==> src/rtl/panel_control.sv <==
// ---------------------------------------------------------------------------
// panel_control
//   Front-panel controller for a washing machine. It debounces four raw
//   push-buttons, turns each accepted press into a single-cycle pulse, and
//   runs the power / run-state / wash-mode / water-level registers. A beep
//   sequencer sounds the buzzer when a program completes and then powers
//   the machine off by itself.
//
// Parameters
//   DEB_N   clk cycles a synchronized key must hold a new level before it
//           is accepted
//   HALF_S  clk cycles per beep phase (buzzer on, or buzzer off)
//   BEEPS   number of on/off beep periods before the automatic power-off
//
// Ports
//   clk            system clock, rising edge
//   rst_n          asynchronous active-low reset
//   power_key      raw push-button, active-high
//   start_key      raw push-button, active-high
//   model_key      raw push-button, active-high
//   water_key      raw push-button, active-high
//   finish         program-complete level from the time controller
//   power_light    machine powered
//   run_state      00 idle, 01 running, 10 paused
//   current_model  wash mode 0..5
//   current_water  water level 1..5
//   buzzer         completion beep drive
// ---------------------------------------------------------------------------
module panel_control #(
    parameter int DEB_N  = 1_000_000,
    parameter int HALF_S = 50_000_000,
    parameter int BEEPS  = 3
) (
    input  logic       clk,
    input  logic       rst_n,
    input  logic       power_key,
    input  logic       start_key,
    input  logic       model_key,
    input  logic       water_key,
    input  logic       finish,
    output logic       power_light,
    output logic [1:0] run_state,
    output logic [2:0] current_model,
    output logic [2:0] current_water,
    output logic       buzzer
);

    localparam int DEB_CW  = (DEB_N  > 1) ? $clog2(DEB_N + 1)  : 1;
    localparam int HALF_CW = (HALF_S > 1) ? $clog2(HALF_S + 1) : 1;
    localparam int PER_CW  = (BEEPS  > 1) ? $clog2(BEEPS + 1)  : 1;

    localparam logic [DEB_CW-1:0]  DEB_LAST  = DEB_CW'(DEB_N - 1);
    localparam logic [HALF_CW-1:0] HALF_LAST = HALF_CW'(HALF_S - 1);
    localparam logic [PER_CW-1:0]  PER_LAST  = PER_CW'(BEEPS - 1);

    localparam logic [1:0] RS_IDLE  = 2'b00;
    localparam logic [1:0] RS_RUN   = 2'b01;
    localparam logic [1:0] RS_PAUSE = 2'b10;

    localparam logic [2:0] MODEL_DEFAULT = 3'd0;
    localparam logic [2:0] WATER_DEFAULT = 3'd2;

    typedef enum logic [1:0] {
        BEEP_IDLE,
        BEEP_ON,
        BEEP_OFF,
        BEEP_DONE
    } beep_state_t;

    // Key index: 0 power, 1 start, 2 model, 3 water
    logic [3:0] raw_keys;
    logic [3:0] press;

    assign raw_keys = {water_key, model_key, start_key, power_key};

    // -----------------------------------------------------------------------
    // Per-key synchronizer + debounce. The counter runs only while the
    // synchronized input disagrees with the accepted level; any agreeing
    // sample restarts it, so the level moves only after DEB_N consecutive
    // disagreeing samples. The press pulse fires on the same cycle the level
    // is accepted as 1, so the panel registers update on that same edge.
    // -----------------------------------------------------------------------
    generate
        for (genvar gi = 0; gi < 4; gi++) begin : g_key
            logic              sync1_q, sync2_q;
            logic              level_q, level_d;
            logic [DEB_CW-1:0] cnt_q, cnt_d;

            always_comb begin
                level_d = level_q;
                cnt_d   = '0;
                if (sync2_q != level_q) begin
                    if (cnt_q == DEB_LAST) begin
                        level_d = sync2_q;
                    end else begin
                        cnt_d = cnt_q + 1'b1;
                    end
                end
            end

            // Only a 0->1 acceptance produces a pulse; a release never does.
            assign press[gi] = (sync2_q != level_q) && (cnt_q == DEB_LAST) && sync2_q;

            always_ff @(posedge clk or negedge rst_n) begin
                if (!rst_n) begin
                    sync1_q <= 1'b0;
                    sync2_q <= 1'b0;
                    level_q <= 1'b0;
                    cnt_q   <= '0;
                end else begin
                    sync1_q <= raw_keys[gi];
                    sync2_q <= sync1_q;
                    level_q <= level_d;
                    cnt_q   <= cnt_d;
                end
            end
        end
    endgenerate

    // -----------------------------------------------------------------------
    // Panel registers and beep sequencer
    // -----------------------------------------------------------------------
    logic               power_q, power_d;
    logic [1:0]         run_state_q, run_state_d;
    logic [2:0]         model_q, model_d;
    logic [2:0]         water_q, water_d;
    logic               buzzer_q, buzzer_d;
    beep_state_t        beep_state_q, beep_state_d;
    logic [HALF_CW-1:0] beep_cnt_q, beep_cnt_d;
    logic [PER_CW-1:0]  period_q, period_d;
    logic               auto_off;

    always_comb begin
        power_d      = power_q;
        run_state_d  = run_state_q;
        model_d      = model_q;
        water_d      = water_q;
        buzzer_d     = buzzer_q;
        beep_state_d = beep_state_q;
        beep_cnt_d   = beep_cnt_q;
        period_d     = period_q;
        auto_off     = 1'b0;

        case (beep_state_q)
            BEEP_IDLE: begin
                if (finish && power_q) begin
                    beep_state_d = BEEP_ON;
                    beep_cnt_d   = '0;
                    period_d     = '0;
                    buzzer_d     = 1'b1;
                end
            end
            BEEP_ON: begin
                if (beep_cnt_q == HALF_LAST) begin
                    beep_state_d = BEEP_OFF;
                    beep_cnt_d   = '0;
                    buzzer_d     = 1'b0;
                end else begin
                    beep_cnt_d = beep_cnt_q + 1'b1;
                end
            end
            BEEP_OFF: begin
                if (beep_cnt_q == HALF_LAST) begin
                    beep_cnt_d = '0;
                    period_d   = period_q + 1'b1;
                    if (period_q == PER_LAST) begin
                        beep_state_d = BEEP_DONE;
                    end else begin
                        beep_state_d = BEEP_ON;
                        buzzer_d     = 1'b1;
                    end
                end else begin
                    beep_cnt_d = beep_cnt_q + 1'b1;
                end
            end
            BEEP_DONE: begin
                auto_off = 1'b1;
            end
            default: begin
                beep_state_d = BEEP_IDLE;
            end
        endcase

        // Power changes (key toggle or automatic off) override everything
        // else and bring every panel register back to its power-on value.
        if (press[0] || auto_off) begin
            power_d      = press[0] ? ~power_q : 1'b0;
            run_state_d  = RS_IDLE;
            model_d      = MODEL_DEFAULT;
            water_d      = WATER_DEFAULT;
            buzzer_d     = 1'b0;
            beep_state_d = BEEP_IDLE;
            beep_cnt_d   = '0;
            period_d     = '0;
        end else if (power_q) begin
            if (press[1] && !finish) begin
                case (run_state_q)
                    RS_IDLE:  run_state_d = RS_RUN;
                    RS_RUN:   run_state_d = RS_PAUSE;
                    RS_PAUSE: run_state_d = RS_RUN;
                    default:  run_state_d = RS_IDLE;
                endcase
            end
            // Mode and level are judged on the pre-start state so a start
            // arriving alongside them in idle still lets them apply.
            if (run_state_q == RS_IDLE) begin
                if (press[2]) begin
                    model_d = (model_q == 3'd5) ? 3'd0 : model_q + 3'd1;
                end
                if (press[3]) begin
                    water_d = (water_q == 3'd5) ? 3'd1 : water_q + 3'd1;
                end
            end
        end
    end

    always_ff @(posedge clk or negedge rst_n) begin
        if (!rst_n) begin
            power_q      <= 1'b0;
            run_state_q  <= RS_IDLE;
            model_q      <= MODEL_DEFAULT;
            water_q      <= WATER_DEFAULT;
            buzzer_q     <= 1'b0;
            beep_state_q <= BEEP_IDLE;
            beep_cnt_q   <= '0;
            period_q     <= '0;
        end else begin
            power_q      <= power_d;
            run_state_q  <= run_state_d;
            model_q      <= model_d;
            water_q      <= water_d;
            buzzer_q     <= buzzer_d;
            beep_state_q <= beep_state_d;
            beep_cnt_q   <= beep_cnt_d;
            period_q     <= period_d;
        end
    end

    assign power_light   = power_q;
    assign run_state     = run_state_q;
    assign current_model = model_q;
    assign current_water = water_q;
    assign buzzer        = buzzer_q;

endmodule
==> config.mk <==
export PLATFORM = sky130hd
export DESIGN_NAME = panel_control
export DESIGN_NICKNAME = d
export VERILOG_FILES = /design/src/rtl/panel_control.sv
export SDC_FILE = /design/constraint.sdc
export NUM_CORES = 1
export LEC_CHECK = 0
export ABC_AREA = 1
export ABC_CLOCK_PERIOD_IN_PS = 2300
export BUFFER_PORTS_ARGS = -buffer_cell sky130_fd_sc_hd__buf_2
export CAP_MARGIN = 20
export CELL_PAD_IN_SITES_DETAIL_PLACEMENT = 0
export CELL_PAD_IN_SITES_GLOBAL_PLACEMENT = 1
export CORE_ASPECT_RATIO = 1.5
export CORE_MARGIN = 3
export CORE_UTILIZATION = 27
export CTS_CLUSTER_DIAMETER = 120
export DETAILED_ROUTE_END_ITERATION = 8
export GPL_ROUTABILITY_DRIVEN = 1
export PLACE_DENSITY_LB_ADDON = 0.1
export SKIP_LAST_GASP = 1
export SYNTH_ARGS = -nofsm -noshare
export SYNTH_HDL_FRONTEND = slang
export SYNTH_SLANG_ARGS = --single-unit
==> constraint.sdc <==
create_clock -name clk -period 2.3 [get_ports clk]
set_input_delay 0.46 -clock clk [delete_from_list [all_inputs] [get_ports clk]]
set_output_delay 0.46 -clock clk [all_outputs]
set_load 0.01 [all_outputs]
==> After elaboration in Yosys (flattened, before gate mapping) <==
Index checks and enable logic that the tools add are counted.
{ "totals": {"reg_bits": 132, "inputBits": 7, "wordCells": 133} }
{ "classes": {"n_addsub": 8, "mux": 44, "reduce_logical": 35, "eq_ne": 21, "n_bitwise": 1} }
{ "op_table": {"columns": ["op", "n"], "rows": [
  ["20-bit 2-to-1 mux", 8],
  ["20-bit by 1-bit adder with 20-bit output, second input constant", 4],
  ["20-bit equality test, second input constant", 4],
  ["26-bit 2-to-1 mux", 3],
  ["26-bit one-hot mux with 2 select lines", 1],
  ["3-bit 2-to-1 mux", 10],
  ["26-bit by 1-bit adder with 26-bit output, second input constant", 1],
  ["26-bit equality test, second input constant", 1],
  ["2-bit 2-to-1 mux", 11],
  ["3-bit inequality test, second input constant", 4],
  ["2-bit AND reduction", 6],
  ["1-bit logical AND", 10],
  ["2-bit nonzero test", 5],
  ["3-bit AND reduction", 3],
  ["2-bit equality test, second input constant", 4],
  ["2-bit one-hot mux with 2 select lines", 2],
  ["1-bit 2-to-1 mux", 7],
  ["3-bit by 1-bit adder with 3-bit output, second input constant", 2],
  ["3-bit equality test, second input constant", 2],
  ["2-bit one-hot mux with 3 select lines", 1],
  ["3-bit nonzero test", 2],
  ["5-bit AND reduction", 1],
  ["2-bit by 1-bit equality test with 1-bit output, second input constant", 2],
  ["2-bit zero test", 2],
  ["other kinds (9)", 13]
]} }

==> Longest topological paths before layout <==
{ "depth": {"depth_word": 7, "mapped_depth": 13, "depth_no_buf": 12} }

==> Worst setup path before layout <==
No wires, ideal clock.
{ "synth_timing": {"path_type": "flip-flop to flip-flop", "startpoint": "register beep_state_q[0]", "endpoint": "register beep_cnt_q[7]", "period_less_slack_ns": 1.801, "required_ns": 2.181, "setup_slack_ns": 0.499, "stages_incl_launch_ff": 11, "t_arrival_ns": 1.682, "path_cell_list": "dfrtp_1 -> inv_1 -> ha_1 -> clkinv_1 -> a21oi_4 -> nor2_8 -> inv_6 -> buf_6 -> nand3_1 -> nand2_1 -> nor2_1"} }
{ "synth_via": {"elab_chain_len": 5, "elab_cells_between_ends": 12} }
{ "synth_lines": {"columns": ["item", "line_no", "rtl"], "rows": [
  ["start: declaration", "128", "beep_state_t beep_state_q, beep_state_d;"],
  ["start signal: assignment", "233", "beep_state_q <= beep_state_d;"],
  ["2-bit equality test", "144", "case (beep_state_q)"],
  ["1-bit 2-to-1 mux", "144", null],
  ["1-bit logical OR", "186", "if (press[0] || auto_off) begin"],
  ["3-bit inequality test (no line) / 3-bit nonzero test (equally long branches)", null, null],
  ["2-bit AND reduction (no line)", null, null],
  ["end signal: assignment", "234", "beep_cnt_q <= beep_cnt_d;"],
  ["end: declaration", "129", "logic [HALF_CW-1:0] beep_cnt_q, beep_cnt_d;"]
]} }
Parallel ways exist; a longest one is shown, timed or not.
A chain may end at the register's enable or synchronous reset.

==> Worst setup path after layout <==
Ends and elaborated chain as after synthesis.

==> reports/qor.csv <==
metric,value,unit
NumNets Final,1028,
Avg Vias per Cell,4.57,
ratio of final minimum period to clock period,89.4,%
drt initial violations,212,
worst r2r dst,beep_cnt_q[7],
pin count of the biggest net entering global routing,46,
maximum fanout along the worst path,20,
WHS,143,ps
Hold Crit Depth,1,
share of the yosys chip area belonging to registers,44.9,%
Tot GR Track Use,14.6,%
Startpoint Class,flop,
area of the multi-input gates,0.00340,mm2
Synth warnings,0,
setup slack after layout,244,ps
Inserted Diodes,0,
Critical-path top delay cell,dfrtp_1,
Final TNS setup,0,ps
Register Area,0.00330,mm2
I/O pin count,17,
pre-CTS setup slack,203,ps
leak pwr,3.90,nW
post-synthesis adder-cell area fraction,1.70,%
Fmax,486,MHz
worst endpoint data arrival time,2360,ps
layout cells sized above 1,10.8,%
Layout area overhead,16.6,%
crit-path cells,inv_1 -> ha_1 -> inv_1 -> a21oi_1 -> a21oi_4 -> nor2_8 -> inv_6 -> buf_4 -> a21oi_1 -> nor2_1,
CP bufs+invs,4,
total wire length,20.3,mm
Synth top area share,44.5,%
Max-cap violations,0,
Synth Area in Simple Gates,32.4,%
Max Transition Viols Final,0,
Setup Skew,12.7,ps
Chip Width,141,um
Mean Syn Cell Area,7.65,um2
Fin. Hold Viols,0,
mapped cell area,0.00736,mm2
largest cells by area after synthesis,"dfrtp_1, nand2_1, inv_1, nor2_1, nand3_1",
asr flop ratio synth,100,%
Synth Net Count,980,
Root Driver,clkbuf_16,
outcome,completed,
"Remaining Overflow, GRT",0,
"area leader, netlist",dfrtp_1,
"Clk Latency, worst-skew pair",430,ps
Critical Path RT,2600,ps
post-route minimum period,2060,ps
First-pass DRT Iterations,4,
wire per inst,14.9,um
Initial Utilization,27.6,%
via count,6220,
Reg2Reg Depth,10,
Crit path max-delay family,buffers and inverters,
clock tree from TritonCTS,built,
Max-Slew Margin vs Limit,65.8,%
Filler Cells Inserted,2924,
Reg-to-Reg Start,beep_state_q[0],
measured slew at the worst slew-check pin,509,ps
final setup vio count,0,
post-synthesis mux area share,0,%
Critical Path Max Stage Delay,410,ps
DRC,0,
Worst Hold Class,in2reg,
Hold Path Sink,g_key[0].sync1_q,
critical path class,reg2reg,
Die Height,208,um
clk buf depth,2,
RSZ-0062 raised after global routing,false,
CP Capture Type,flop,
CTS buffer count,17,
HP Start,power_key,
post-route ant nets,0,
IO Port Bufs,16,
initial antenna violation count,0,
total clock sinks,132,
vias in the first global route,6555,
compound-cell area share of the yosys netlist,8.79,%
xor and xnor area share after synthesis,3.33,%
htree depth,4,
total die area,0.0293,mm2
Power Density,609,mW/mm2
largest family of logic cells by synthesized area,simple AND/OR/NAND/NOR gates,
main flop type after synthesis,dfrtp_1,
core area,0.0267,mm2
clock-pin slew on the worst setup and hold paths,60,ps
Max IR drop VDD,473,uV
Routability Congestion,0.805,
FP Rows,73,
"commonest non-fill, non-tap cell in the layout",nand2_1,
most frequent cells in the layout,"nand2_1, inv_1, nor2_1, dfrtp_1, nand3_1",
Post-synth EDFFs,0,
synthesized instance count,963,
first-pass GRT wire length,34.1,mm
R2R Setup Slk,240,ps
hpwl dp,15.5,mm
Synth cell types,43,
#FFs+latches synth,132,
==> kinds of logic (layout without fill, tap and decap cells) <==
kind of cell / Yosys count / after routing
and+or+nand+nor: 512 / 512
buffers and inverters: 162 / 223
xor gates and xnor gates: 28 / 28
adders and majority gates: 10 / 10
AOI/OAI and AO/OA: 119 / 119
DFF: 132 / 132
==> how the worst max path moves through the flow <==
stage | startpoint | to | slack (ps) | cells after the start
after CTS | g_key[0].cnt_q[0] | beep_cnt_q[4] | 190 | 12
after detailed placement | g_key[0].cnt_q[0] | current_model[1] | 200 | 13
after global routing | g_key[0].cnt_q[0] | current_model[1] | 60 | 13
final | beep_state_q[0] | beep_cnt_q[7] | 240 | 10
after floorplan | beep_state_q[0] | beep_cnt_q[7] | 500 | 10
after global placement | g_key[0].cnt_q[0] | beep_cnt_q[7] | 250 | 12
==> cell type report <==
type                            count  area share [%]
Timing Repair Buffer               42            3.60
Clock inverter                      8            1.17
Sequential cell                   132            38.5
Clock buffer                       24            5.61
Inverter                          149            6.57
Multi-Input combinational cell    669            39.6
Tap cell                          337            4.91
==> what timing repair did <==
item / in CTS / in global routing
resized for setup: 0 / 1
setup endpoints to repair: 0 / 1
hold endpoints to repair: 40 / 0
hold buffers: 1 / 0
setup buffers: 0 / 0
==> Yosys cell counts, types with 2 or more instances <==
cell type	count
xor2_1	20
nand2_1	177
nor4_1	7
a21oi_1	49
nand4_1	32
nor2_1	143
xnor2_1	8
o21ai_1	12
nand2_2	5
o21a_1	4
buf_6	5
o21ai_0	41
nor3_1	38
nor2_4	4
inv_1	144
ha_1	10
a211oi_1	4
nor2_2	5
nor3_2	5
inv_2	3
nand3_2	11
and3_1	2
dfrtp_1	131
a31oi_1	3
buf_2	7
nand3_1	72
nor3b_1	5
==> flip-flops by register name (all words and copies together), names as in the netlist <==
signal / flops
g_key.cnt_q: 80
g_key.level_q: 4
buzzer: 1
beep_state_q: 2
current_water: 3
run_state: 2
beep_cnt_q: 26
current_model: 3
power_light: 1
period_q: 2
g_key.sync2_q: 4
g_key.sync1_q: 4
==> power breakdown <==
group | switching [mW] | internal, mW | total [mW]
combinational | 0.102 | 0.0421 | 0.144
clock | 1.04 | 1.68 | 2.72
sequential | 0.0156 | 2.35 | 2.36
total | 1.16 | 4.07 | 5.23
==> metrics by stage <==
stage / cells / power [mW] / cell area (um2) / utilization, %
after floorplan: 963 / 2.46 / 7360 / -
after global placement: 1328 / 2.56 / 7990 / 30.0
after detailed placement: 1328 / 2.56 / 7990 / 30.0
after CTS: 1361 / 5.36 / 8580 / 32.2
after global routing: 1361 / 5.48 / 8580 / 32.2
final: 1361 / 5.23 / 8580 / 32.2
==> routing by layer <==
layer  part of all wire (%)  wire length (um)  track usage [%]
met1                     42              8520             16.8
met2                     54             11000             26.9
met3                    2.0               400             2.78
met4                    1.8               375             4.95
met5                      0                 0                0
No activity file was read; power rests on OpenSTA's default activity.
